$ cat config.mk
export PLATFORM = sky130hd
export DESIGN_NAME = crc_tx_framer
export DESIGN_NICKNAME = d
export VERILOG_FILES = /design/src/rtl/crc_net_pkg.sv /design/src/rtl/crc8_lfsr_serial.sv /design/src/rtl/crc_tx_framer.sv
export SDC_FILE = /design/constraint.sdc
export NUM_CORES = 1
export LEC_CHECK = 0
export BUFFER_PORTS_ARGS = -buffer_cell sky130_fd_sc_hd__buf_2
export CAP_MARGIN = 5
export CELL_PAD_IN_SITES_DETAIL_PLACEMENT = 1
export CELL_PAD_IN_SITES_GLOBAL_PLACEMENT = 1
export CORE_MARGIN = 2
export CORE_UTILIZATION = 25
export DETAILED_ROUTE_END_ITERATION = 7
export PLACE_DENSITY = 0.5
export SETUP_SLACK_MARGIN = 0.2
export SYNTH_ARGS = -nofsm -noshare
export SYNTH_HDL_FRONTEND = slang
export SYNTH_SLANG_ARGS = --single-unit
$ cat constraint.sdc
create_clock -name clk -period 2.45 [get_ports clk]
set_input_delay 0.1225 -clock clk [delete_from_list [all_inputs] [get_ports clk]]
set_output_delay 0.1225 -clock clk [all_outputs]
set_load 0.1 [all_outputs]
$ cat src/rtl/crc_net_pkg.sv
// Shared types and defaults for the CRC network controller transmit path.
package crc_net_pkg;

  typedef enum logic [2:0] {
    ST_IDLE,
    ST_PRE,
    ST_SFD,
    ST_HDR,
    ST_DATA,
    ST_CRC,
    ST_IFG
  } tx_state_e;

  localparam logic [63:0] DEF_PREAMBLE = 64'hAAAA_AAAA_AAAA_AAAA;
  localparam logic [7:0]  DEF_SFD      = 8'hAB;
  localparam logic [7:0]  DEF_POLY     = 8'h07;

  // Width of the header length field for a given payload buffer depth.
  function automatic int len_w(input int max_bytes);
    return $clog2(max_bytes);
  endfunction

endpackage

$ cat src/rtl/crc8_lfsr_serial.sv
// Bit-serial CRC-8, MSB-first; crc_next is the value the register takes at the next edge.
module crc8_lfsr_serial
  import crc_net_pkg::*;
#(
  parameter logic [7:0] CRC_POLY = DEF_POLY,
  parameter logic [7:0] CRC_INIT = 8'h00
) (
  input  logic       clk,
  input  logic       rst_n,
  input  logic       load,
  input  logic       enable,
  input  logic       data_in,
  output logic [7:0] crc_out,
  output logic [7:0] crc_next
);

  logic [7:0] crc_q;
  logic [7:0] crc_upd;
  logic       fb;

  always_comb begin
    fb       = crc_q[7] ^ data_in;
    crc_upd  = {crc_q[6:0], 1'b0} ^ (fb ? CRC_POLY : 8'h00);
    crc_next = load ? CRC_INIT : (enable ? crc_upd : crc_q);
  end

  always_ff @(posedge clk or negedge rst_n) begin
    if (!rst_n) crc_q <= '0;
    else        crc_q <= crc_next;
  end

  assign crc_out = crc_q;

endmodule

$ cat src/rtl/crc_tx_framer.sv
// Serial frame transmitter: preamble, SFD, header, payload, CRC-8, then a programmable gap.
module crc_tx_framer
  import crc_net_pkg::*;
#(
  parameter int          MAX_BYTES        = 16,
  parameter int          PREAMBLE_BITS    = 16,
  parameter logic [63:0] PREAMBLE_PATTERN = DEF_PREAMBLE,
  parameter logic [7:0]  SFD_PATTERN      = DEF_SFD,
  parameter logic [7:0]  CRC_POLY         = DEF_POLY,
  parameter logic [7:0]  CRC_INIT         = 8'h00,
  parameter bit          CRC_OVER_HDR     = 1'b0,
  parameter int          IFG_BITS         = 12
) (
  input  logic                   clk,
  input  logic                   rst_n,
  input  logic                   in_valid,
  output logic                   in_ready,
  input  logic [7:0]             in_header,
  input  logic [MAX_BYTES*8-1:0] in_payload,
  input  logic                   test_mode,
  input  logic                   abort,
  output logic                   tx_line,
  output logic                   tx_active,
  output logic                   frame_done,
  output logic                   aborted
);

  localparam int          LEN_W    = len_w(MAX_BYTES);
  localparam int          PW       = MAX_BYTES * 8;
  localparam logic [63:0] PRE_ALGN = PREAMBLE_PATTERN << (64 - PREAMBLE_BITS);
  localparam logic [10:0] PRE_LAST = 11'(PREAMBLE_BITS - 1);
  localparam logic [10:0] IFG_LAST = 11'(IFG_BITS - 1);

  tx_state_e   state_q, state_d, seg_next, after_crc;
  logic [10:0] cnt_q, cnt_d, seg_last;
  logic [10:0] data_last_q, data_last_d;
  logic [63:0] pre_sh_q, pre_sh_d;
  logic [7:0]  hdr_sh_q, hdr_sh_d;
  logic [PW-1:0] pay_sh_q, pay_sh_d;
  logic [7:0]  crc_sh_q, crc_sh_d;
  logic        tm_q, tm_d;
  logic        tx_line_q, tx_line_d;
  logic        tx_active_q, tx_active_d;
  logic        frame_done_q, frame_done_d;
  logic        aborted_q, aborted_d;

  logic        in_frame, crc_load, crc_en, crc_din;
  logic [7:0]  crc_out, crc_next;

  assign in_ready  = (state_q == ST_IDLE);
  assign in_frame  = (state_q inside {ST_PRE, ST_SFD, ST_HDR, ST_DATA, ST_CRC});
  assign after_crc = (IFG_BITS == 0) ? ST_IDLE : ST_IFG;
  assign crc_load  = in_ready && in_valid;
  assign crc_en    = (state_q == ST_DATA) || (CRC_OVER_HDR && (state_q == ST_HDR));
  assign crc_din   = (state_q == ST_HDR) ? hdr_sh_q[7] : pay_sh_q[PW-1];

  crc8_lfsr_serial #(
    .CRC_POLY (CRC_POLY),
    .CRC_INIT (CRC_INIT)
  ) u_crc (
    .clk      (clk),
    .rst_n    (rst_n),
    .load     (crc_load),
    .enable   (crc_en),
    .data_in  (crc_din),
    .crc_out  (crc_out),
    .crc_next (crc_next)
  );

  always_comb begin
    state_d      = state_q;
    cnt_d        = cnt_q;
    data_last_d  = data_last_q;
    pre_sh_d     = pre_sh_q;
    hdr_sh_d     = hdr_sh_q;
    pay_sh_d     = pay_sh_q;
    crc_sh_d     = crc_sh_q;
    tm_d         = tm_q;
    tx_line_d    = 1'b0;
    tx_active_d  = in_frame;
    frame_done_d = 1'b0;
    aborted_d    = 1'b0;
    seg_last     = '0;
    seg_next     = ST_IDLE;

    case (state_q)
      ST_IDLE: begin
        if (in_valid) begin
          pre_sh_d    = PRE_ALGN;
          hdr_sh_d    = in_header;
          pay_sh_d    = in_payload;
          data_last_d = 11'({in_header[LEN_W-1:0], 3'b111});
          tm_d        = test_mode;
          cnt_d       = '0;
          state_d     = ST_PRE;
        end
      end
      ST_PRE: begin
        tx_line_d = pre_sh_q[63];
        pre_sh_d  = {pre_sh_q[62:0], 1'b0};
        seg_last  = PRE_LAST;
        seg_next  = ST_SFD;
      end
      ST_SFD: begin
        tx_line_d = SFD_PATTERN[~cnt_q[2:0]];
        seg_last  = 11'd7;
        seg_next  = ST_HDR;
      end
      ST_HDR: begin
        tx_line_d = hdr_sh_q[7];
        hdr_sh_d  = {hdr_sh_q[6:0], 1'b0};
        seg_last  = 11'd7;
        seg_next  = ST_DATA;
      end
      ST_DATA: begin
        tx_line_d = pay_sh_q[PW-1] ^ (tm_q && (cnt_q == '0));
        pay_sh_d  = {pay_sh_q[PW-2:0], 1'b0};
        seg_last  = data_last_q;
        seg_next  = ST_CRC;
      end
      ST_CRC: begin
        // No CRC update happens in this state, so crc_out already equals crc_next.
        if (cnt_q == '0) begin
          tx_line_d = crc_next[7];
          crc_sh_d  = {crc_out[6:0], 1'b0};
        end else begin
          tx_line_d = crc_sh_q[7];
          crc_sh_d  = {crc_sh_q[6:0], 1'b0};
        end
        frame_done_d = (cnt_q == 11'd7);
        seg_last     = 11'd7;
        seg_next     = after_crc;
      end
      ST_IFG: begin
        seg_last = IFG_LAST;
        seg_next = ST_IDLE;
      end
      default: state_d = ST_IDLE;
    endcase

    if (state_q != ST_IDLE) begin
      if (cnt_q == seg_last) begin
        cnt_d   = '0;
        state_d = seg_next;
      end else begin
        cnt_d = cnt_q + 11'd1;
      end
    end

    if (abort && in_frame) begin
      tx_line_d    = 1'b0;
      tx_active_d  = 1'b0;
      frame_done_d = 1'b0;
      aborted_d    = 1'b1;
      cnt_d        = '0;
      state_d      = after_crc;
    end
  end

  always_ff @(posedge clk or negedge rst_n) begin
    if (!rst_n) begin
      state_q      <= ST_IDLE;
      cnt_q        <= '0;
      data_last_q  <= '0;
      pre_sh_q     <= '0;
      hdr_sh_q     <= '0;
      pay_sh_q     <= '0;
      crc_sh_q     <= '0;
      tm_q         <= 1'b0;
      tx_line_q    <= 1'b0;
      tx_active_q  <= 1'b0;
      frame_done_q <= 1'b0;
      aborted_q    <= 1'b0;
    end else begin
      state_q      <= state_d;
      cnt_q        <= cnt_d;
      data_last_q  <= data_last_d;
      pre_sh_q     <= pre_sh_d;
      hdr_sh_q     <= hdr_sh_d;
      pay_sh_q     <= pay_sh_d;
      crc_sh_q     <= crc_sh_d;
      tm_q         <= tm_d;
      tx_line_q    <= tx_line_d;
      tx_active_q  <= tx_active_d;
      frame_done_q <= frame_done_d;
      aborted_q    <= aborted_d;
    end
  end

  assign tx_line    = tx_line_q;
  assign tx_active  = tx_active_q;
  assign frame_done = frame_done_q;
  assign aborted    = aborted_q;

endmodule

==> results of run 1 <==
==> final cells by class <==
class	count	share of cell area, %
Clock buffer	22	4.00
Multi-Input combinational cell	745	31.0
Antenna cell	2	0.0405
Sequential cell	190	38.5
Clock inverter	9	1.06
Tap cell	461	4.67
Timing Repair Buffer	324	20.4
Inverter	10	0.344
==> kinds of logic after synthesis <==
kind of cell | synth area share (%)
and+or+nand+nor | 23.9
AOI/OAI and AO/OA | 16.1
DFF | 53.1
buffers and inverters | 4.44
xor gates and xnor gates | 0.977
muxes | 1.01
adders and majority gates | 0.559
==> power groups by stage <==
stage	Combinational (mW)	Sequential [mW]	Clock [mW]
after floorplan	3.44	4.89	0
after global placement	4.61	4.99	0
after detailed placement	4.68	5.00	0
after CTS	4.89	4.96	3.12
after global routing	5.53	5.11	3.20
final	4.87	4.95	2.98
==> cell usage in the layout (no fill, tap or decap), types with 4 or more instances in the layout <==
cell type      count
a21oi_1            6
a22o_1            14
a31oi_1          132
buf_12             7
buf_2            143
buf_4             34
clkbuf_16         17
clkbuf_8           6
dfrtp_1          189
dlygate4sd3_1    138
ha_1               4
inv_1              9
mux2i_1            9
nand2_1          320
nand3_1            5
nand3_2            4
nor2_1           146
nor2_2             4
o211ai_1           5
o21ai_0           20
o22a_1             8
o31ai_1            5
xnor2_1            7
==> flip-flops by register name (all words and copies together), names as in the netlist <==
register and flops:
pre_sh_q 15, tm_q 1, state_q 3, frame_done 1
hdr_sh_q 8, aborted 1, data_last_q 5, u_crc.crc_out 8
cnt_q 11, tx_line 1, crc_sh_q 7, tx_active 1
pay_sh_q 128
==> per-stage QoR <==
step	cell area (µm²)	utilization, %	hold slack [ns]
3_5_place_dp	10300	29.1	0.193
3_3_place_gp	10300	29.1	0.188
6_report	12400	34.9	0.160
2_1_floorplan	8960	-	-0.173
4_1_cts	12300	34.8	0.130
5_1_grt	12400	34.9	0.150
==> how the worst max path moves through the flow <==
stage / from / endpoint / slack (ns) / cells past startpoint
floorplan: state_q[1] / cnt_q[3] / 0.35 / 6
global placement: state_q[2] / state_q[1] / 0.29 / 8
detailed placement: state_q[2] / state_q[1] / 0.25 / 8
CTS: state_q[2] / state_q[1] / 0.24 / 7
global route: state_q[0] / state_q[2] / 0.17 / 8
finish: state_q[2] / in_ready / 0.30 / 4
==> worst register-to-register path, delay by kind of cell (launching register included) <==
kind            cells  cell delay (ns)
compound gates      3             0.51
buf+inv             2             0.39
simple gates        2             0.57
flops               1             0.37
xor+xnor            1             0.17
==> layer usage <==
| layer | track usage (%) | part of all wire (%) | vias up |
|---|---|---|---|
| met4 | 3.65 | 1.0 | 0 |
| met5 | 0 | 0 | - |
| li1 | - | - | 4003 |
| met1 | 19.9 | 48 | 4010 |
| met2 | 24.3 | 48 | 124 |
| met3 | 3.14 | 3.1 | 21 |
==> timing repair <==
item                                    CTS  global route
buffers inserted                          0             3
pin swaps                                 0             0
endpoints found under the setup margin    1             5
hold buffers                            138             0
resized for setup                         2             1
hold endpoints to repair                200             0
==> results.md, run 1 <==
Synth:
- The most common flop cell mapped by yosys is dfrtp_1.
- The proportion of register bits with asynchronous set or reset after synthesis is 100%.
- The library cell occupying the most area in the post-synthesis netlist is dfrtp_1.
- The most common cell in the synthesized netlist is nand2_1.
- The warning count from the yosys run is 0.
- The synthesized netlist occupies a cell area of roughly 9000 µm².
- The synthesized area divided by synthesized cell count is 8.79 µm².
- In the post-synthesis netlist, the biggest area contributors are dfrtp_1 (53%), nand2_1 (13%), a31oi_1 (9.2%).
- After synthesis, flip-flops and latches occupy 53.1% of the total area.
- By count the netlist is led by nand2_1 (322), dfrtp_1 (190), nor2_1 (146).
- Synthesis produced a netlist with a net count of 1,165.
- Yosys mapped a number of flops with a built-in enable equal to 0.
- The number of synthesized register bits is 190.
- The post-synthesis cell count is 1,020.
- After synthesis, the netlist uses 62 different library cells.
- The portion of synthesized cell area occupied by the leading cell type is 53.1%.

Power:
- The analysis attributes to net switching a power of around 4.8 mW.
- In this run the power density over the cells is 1040 nW/µm².
- The relative contribution of combinational cells to total power is between 30% and 40%.
- The clock network accounts for 23.3% of the total power.
- The largest voltage drop on the vdd net is around 0.00075 V.
- The cell internal power dissipation is approximately 8 mW.
- The design draws 12.8 mW.
- The leakage power summed over all cells is 5.52 nW.
- The sequential share of power is 38.7%.
- Net switching is between 30% and 40% of the power.

Critical path:
- For this run, the slowest stage of the critical path takes 0.49 ns.
- The total buffers and inverters traversed by the critical path is 3.
- STA classifies the critical path startpoint as a register.
- The nature of the critical path endpoint is a primary output.
- The endpoint of the worst register-to-register path is state_q[1].
- The critical path goes through buf_4 -> or3_4 -> inv_1 -> buf_6.
- The arrival time reported for the critical path endpoint is between 2 and 2.5 ns.
- The number of cells traversed by the worst register-to-register path is 8.
- STA puts the critical path data required time at 2.33 ns.
- The largest individual stage delay along the critical path comes from the cell dfrtp_2.
- The dominant delay contributor by cell family on the critical path is buffers and inverters.
- By startpoint and endpoint, the worst setup path is classified as register to primary output.
- The setup slack of the worst register-to-register path is 0.31 ns.
- The highest net fanout along the worst path is 9.
- The worst flop-to-flop path startpoint is state_q[0].

STA:
- The final worst clock skew is 0.00922 ns.
- Setup repair after global routing left no endpoint under its margin.
- The relative max-transition margin is between 50 and 60%.
- Setup violations remaining at the end of the flow were counted as 0.
- The count of final hold-check violations is 0.
- The post-route worst setup slack is about 0.30 ns.
- For the final routed database, the setup TNS stands at 0 ns.
- The actual slew at the worst max-slew pin is just under 0.7 ns.
- Counting I/O delays and the setup requirement, the final critical path takes 2.15 ns.
- The number of max-slew violations in the final report is 0.
- After layout, the worst path uses approximately 88% of the clock period.
- The top achievable clock speed is 0.465 GHz.

Drt:
- The detailed-router iteration count before antenna repair is 4.
- The detail-routed net length per standard cell is 15.3 µm.
- The number of antenna-violating nets in the routed design is 0.
- The post-detailed-route DRC marker count is 0.
- The number of vias in the routed layout is 8,158.
- The routed design has 27,000 µm of wire.
- After detailed routing, the number of vias per cell comes to 4.63.
- For this block, the initial DRC count from the detailed router was 452.

Run status:
- The flow ran to the end, and the final reports show no timing, DRC or antenna violations.

Clock tree:
- At the later pin of the worst-skew pair, clock insertion delay measures about 0.44 ns.
- The TritonCTS sink count is 190.
- The H-tree was split into 4 levels.
- The master cell of the clock root buffer is clkbuf_16.
- The number of CTS-inserted buffers is 17.
- The clock tree from TritonCTS is yes.
- The clock input transition at the sequential cells of the worst setup and hold paths is 0.07 ns.
- The maximum buffer depth of the clock tree is 2.

Cells and area:
- Summing all multi-input logic gate instances after layout gives 3830 µm².
- In the final layout, the share of cells above drive strength 1 is between 10% and 20%.
- The layout filler cell count is 4,147.
- The number of nets in the final layout is between 1,000 and 1,500.
- The final instance count without filler cells is 1,763.
- The layout overhead on the synthesized area is 37.9%.
- Summing all flip-flop and latch instances after layout gives 4760 µm².

Global route:
- The global route total overflow is 0.
- The number of global-route vias before repair is 8,799.
- The initial antenna violation count is 2.
- Entering global routing, the biggest net connects 147 pins.
- For this run, the total global-route usage over all layers was measured as 14.8%.
- The wire length of the first global-routing pass is 45,400 µm.

Flow run:
- The number of violations of the max-capacitance limit is 0.

Placed design:
- The post-DP HPWL is 17,000 µm.
- The total of buffers placed on input and output ports is 145.
- The minimum setup slack after placement is 0.250 ns.
- The cell count after placement is 1,589.
- The congestion estimate from routability-driven global placement came to 0.822.

Hold path:
- In this run the most critical hold path is launched from abort.
- The worst hold path was traced through 3 stages.
- The path class of the tightest hold or removal check is input port to register.
- For hold timing, the worst endpoint is state_q[1].

Floorplan:
- The effective utilization at floorplan is between 20 and 30%.
- In this run the horizontal extent of the chip is 193 µm.
- Pin placement for this block handled ~150 I/O pins.
- The floorplan step defined a die boundary enclosing 37,400 µm².
- The floorplan step defined a core boundary enclosing 35,400 µm².
- The die height is 193 µm.
- The number of standard-cell rows in the floorplan is slightly below 70.
Note: power is estimated with default switching activity, not from simulation.
==> run 2, diff against run 1 <==
- CORE_MARGIN: 2 -> default
- MAX_ROUTING_LAYER: default -> met4
- SLEW_MARGIN: default -> 20
==> results.md, run 2 (same netlist as run 1, synthesis figures left out) <==
Power:
- The total power divided by cell area is 1040 nW/µm² (about the same).
- The overall power of the completed layout is 12.8 mW (+0.17%).
- The leakage power summed over all cells is 5.51 nW (about the same).
- The largest voltage drop on the vdd net is 0.000555 V (-26%).

STA:
- The minimum clock period is 2.10 ns (-0.0472 ns).
- The final critical-path share of the clock period is 85.9% (-1.9 points).
- The hold slack came to 0.130 ns (-0.0295 ns).
- The count of final hold-check violations was 0 (unchanged).
- The actual slew at the worst max-slew pin is 0.508 ns (-0.176 ns).
- The relative max-transition margin is 66.0% (+12 points).
- The number of max-slew violations in the final report is 0 (unchanged).
- The setup total negative slack is 0 ns (unchanged).
- The final count of negative-setup-slack endpoints is 0 (unchanged).
- Setup repair after global routing left no endpoint under its margin.
- The final worst clock skew is 0.0177 ns (+0.00849 ns).
- The top achievable clock speed is 0.475 GHz (+2.2%).

Critical path:
- The maximum single-stage delay on the critical path is 0.50 ns (about the same).
- The arrival time reported for the critical path endpoint is 1.98 ns (-0.05 ns).
- The kind of start point of the critical path is a register.
- The critical path starts at state_q[2].
- The signal on the critical path passes through buf_4 -> or3_4 -> inv_1 -> buf_6.
- On the critical path, the stage with the largest delay is an instance of dfrtp_2.
- The critical path required time is 2.33 ns (about the same).
- The setup slack of the worst register-to-register path is 0.36 ns (+0.05 ns).
- The highest net fanout along the worst path is 10 (+1).
- The nature of the critical path endpoint is a primary output.
- The worst setup path is of the register to primary output kind.
- The number of cells traversed by the worst register-to-register path is 7 (-1).
- In this run the critical register-to-register path is captured at state_q[1].
- In this run the critical register-to-register path is launched from state_q[1].

Cells and area:
- In the layout the commonest cells are nand2_1 (320), dfrtp_1 (188), nor2_1 (146), buf_2 (143), dlygate4sd3_1 (138).
- The flip-flop count of the largest register after layout was 128 (unchanged).
- The area of all placed cells without fillers is 12,400 µm² (+0.14%).
- The layout filler cell count is 4,072 (-1.8%).
- The largest registers in the layout are pay_sh_q: 128 flops, pre_sh_q: 15 flops, cnt_q: 11 flops.
- The layout overhead on the synthesized area is 38.1%.
- The number of nets in the final layout came to 1,429 (-0.28%).
- The core utilization of the finished layout is 35.5% (+0.56 points).
- Ranked by flip-flop count, first place goes to pay_sh_q.
- The library cell used most frequently in the layout, excluding fill and tap cells, is nand2_1.
- The share of cells above drive strength 1 is 19.0% (-0.17 points).

Hold path:
- The type of the tightest min-delay check is input port to register.
- The number of cells on the worst hold path was 3 (unchanged).
- The startpoint of the lowest-slack hold path is abort.
- The sink of the worst hold path is state_q[1].

Global route:
- The overall fraction of global-route tracks in use was 15.8% (+0.99 points).
- The initial antenna violation count is 3 (+1).
- The number of global-route vias before repair is 8,716 (-0.94%).
- The wire length of the first global-routing pass is 44,800 µm (-1.3%).
- The global route total overflow is 0 (unchanged).
- The largest net degree at the start of global routing is 126 (-14%).

Floorplan:
- The number of standard-cell rows in the floorplan is 68 (-1.4%).
- The total I/O pin count was 146 (unchanged).
- The die height came to 191 µm (-1.0%).
- The die extent in x is 191 µm (-1.0%).
- The area of the placeable core is 34,900 µm² (-1.4%).
- The effective utilization at floorplan is 25.7% (+0.37 points).
- The area of the die is 36,600 µm² (-2.1%).

Drt:
- The number of vias in the routed layout came to 8,106 (-0.64%).
- The number of antenna-violating nets in the routed design is 0 (unchanged).
- The post-detailed-route DRC marker count is 0 (unchanged).
- The total length of routed wires is 27,400 µm (+1.6%).
- The via density per instance was 4.62 (-0.13%).
- The detailed-router iteration count before antenna repair is 6 (+2).
- The detail-routed net length per standard cell was 15.6 µm (+2.1%).
- The number of violations reported at the end of detailed-routing iteration 0 is 410 (-9.3%).

Placed design:
- The routability congestion estimate is 0.771 (-6.1%).
- The total of buffers placed on input and output ports is 145 (unchanged).
- The cell area after placement was 10,300 µm² (-0.19%).
- The post-DP HPWL is 16,500 µm (-2.7%).

Clock tree:
- The number of H-tree levels is 4 (unchanged).
- The number of CTS-inserted buffers is 17 (unchanged).
- The maximum buffer depth of the clock tree came to 2 (unchanged).
- TritonCTS built the clock tree.
- The TritonCTS sink count is 190 (unchanged).
- The source-to-sink clock delay at the later pin of the worst-skew pair is 0.44 ns (about the same).
- The clock input transition at the sequential cells of the worst setup and hold paths is 0.08 ns (about the same).
- The master cell of the clock root buffer is clkbuf_16.

Run status:
- The flow ran to the end, and the final reports show no timing, DRC or antenna violations.

Flow run:
- The number of violations of the max-capacitance limit came to 0 (unchanged).
[run 2: worst max-delay path: cells and delay by family (launching register included)]
kind,cells,cell delay (ns)
flops,1,0.50
buf+inv,3,0.68
simple gates,1,0.38
[run 2: power breakdown]
| group | total (mW) | leakage (nW) | switching (mW) | internal, mW |
|---|---|---|---|---|
| clock network | 2.91 | 0.285 | 1.37 | 1.54 |
| registers | 4.97 | 2.06 | 0.701 | 4.27 |
| logic | 4.94 | 3.17 | 2.92 | 2.02 |
[run 2: timing repair]
item                                    4_1_cts  5_1_grt
gates resized for setup                       2        4
endpoints found under the setup margin        1       65
hold buffers                                138        0
gates cloned                                  0        2
setup buffers                                 0        2
pin swaps                                     0        1
hold endpoints to repair                    190        0
[run 2: area by class of cell]
cell class              count  area [µm²]  area share [%]
diodes                      3        7.51          0.0607
clock buffers              17         425            3.44
clock inverters            14         176            1.43
inverters                  10        42.5           0.344
multi-input cells         745        3830            31.0
flip-flops and latches    190        4760            38.4
well taps                 455         569            4.60
repair buffers            320        2560            20.7
[run 2: per-layer routing]
layer | up-vias | part of all wire [%] | GRT usage, %
li1 | 3994 | - | -
met5 | - | 0 | -
met4 | 0 | 0.73 | 3.48
met3 | 11 | 2.3 | 2.83
met2 | 100 | 48 | 25.6
met1 | 4001 | 49 | 20.5
[run 2: worst max path at each step]
stage               cells after the start         end
floorplan                               6    cnt_q[3]
detailed placement                      7  state_q[2]
finish                                  4    in_ready
CTS                                     4    in_ready
global route                            8     tx_line
global placement                        7  state_q[1]
[run 2: stage by stage]
step | setup slack, ns | instances
after floorplan | 0.350 | 1020
after global placement | 0.312 | 1578
after detailed placement | 0.293 | 1578
after CTS | 0.243 | 1747
after global routing | 0.213 | 1754
final | 0.346 | 1754
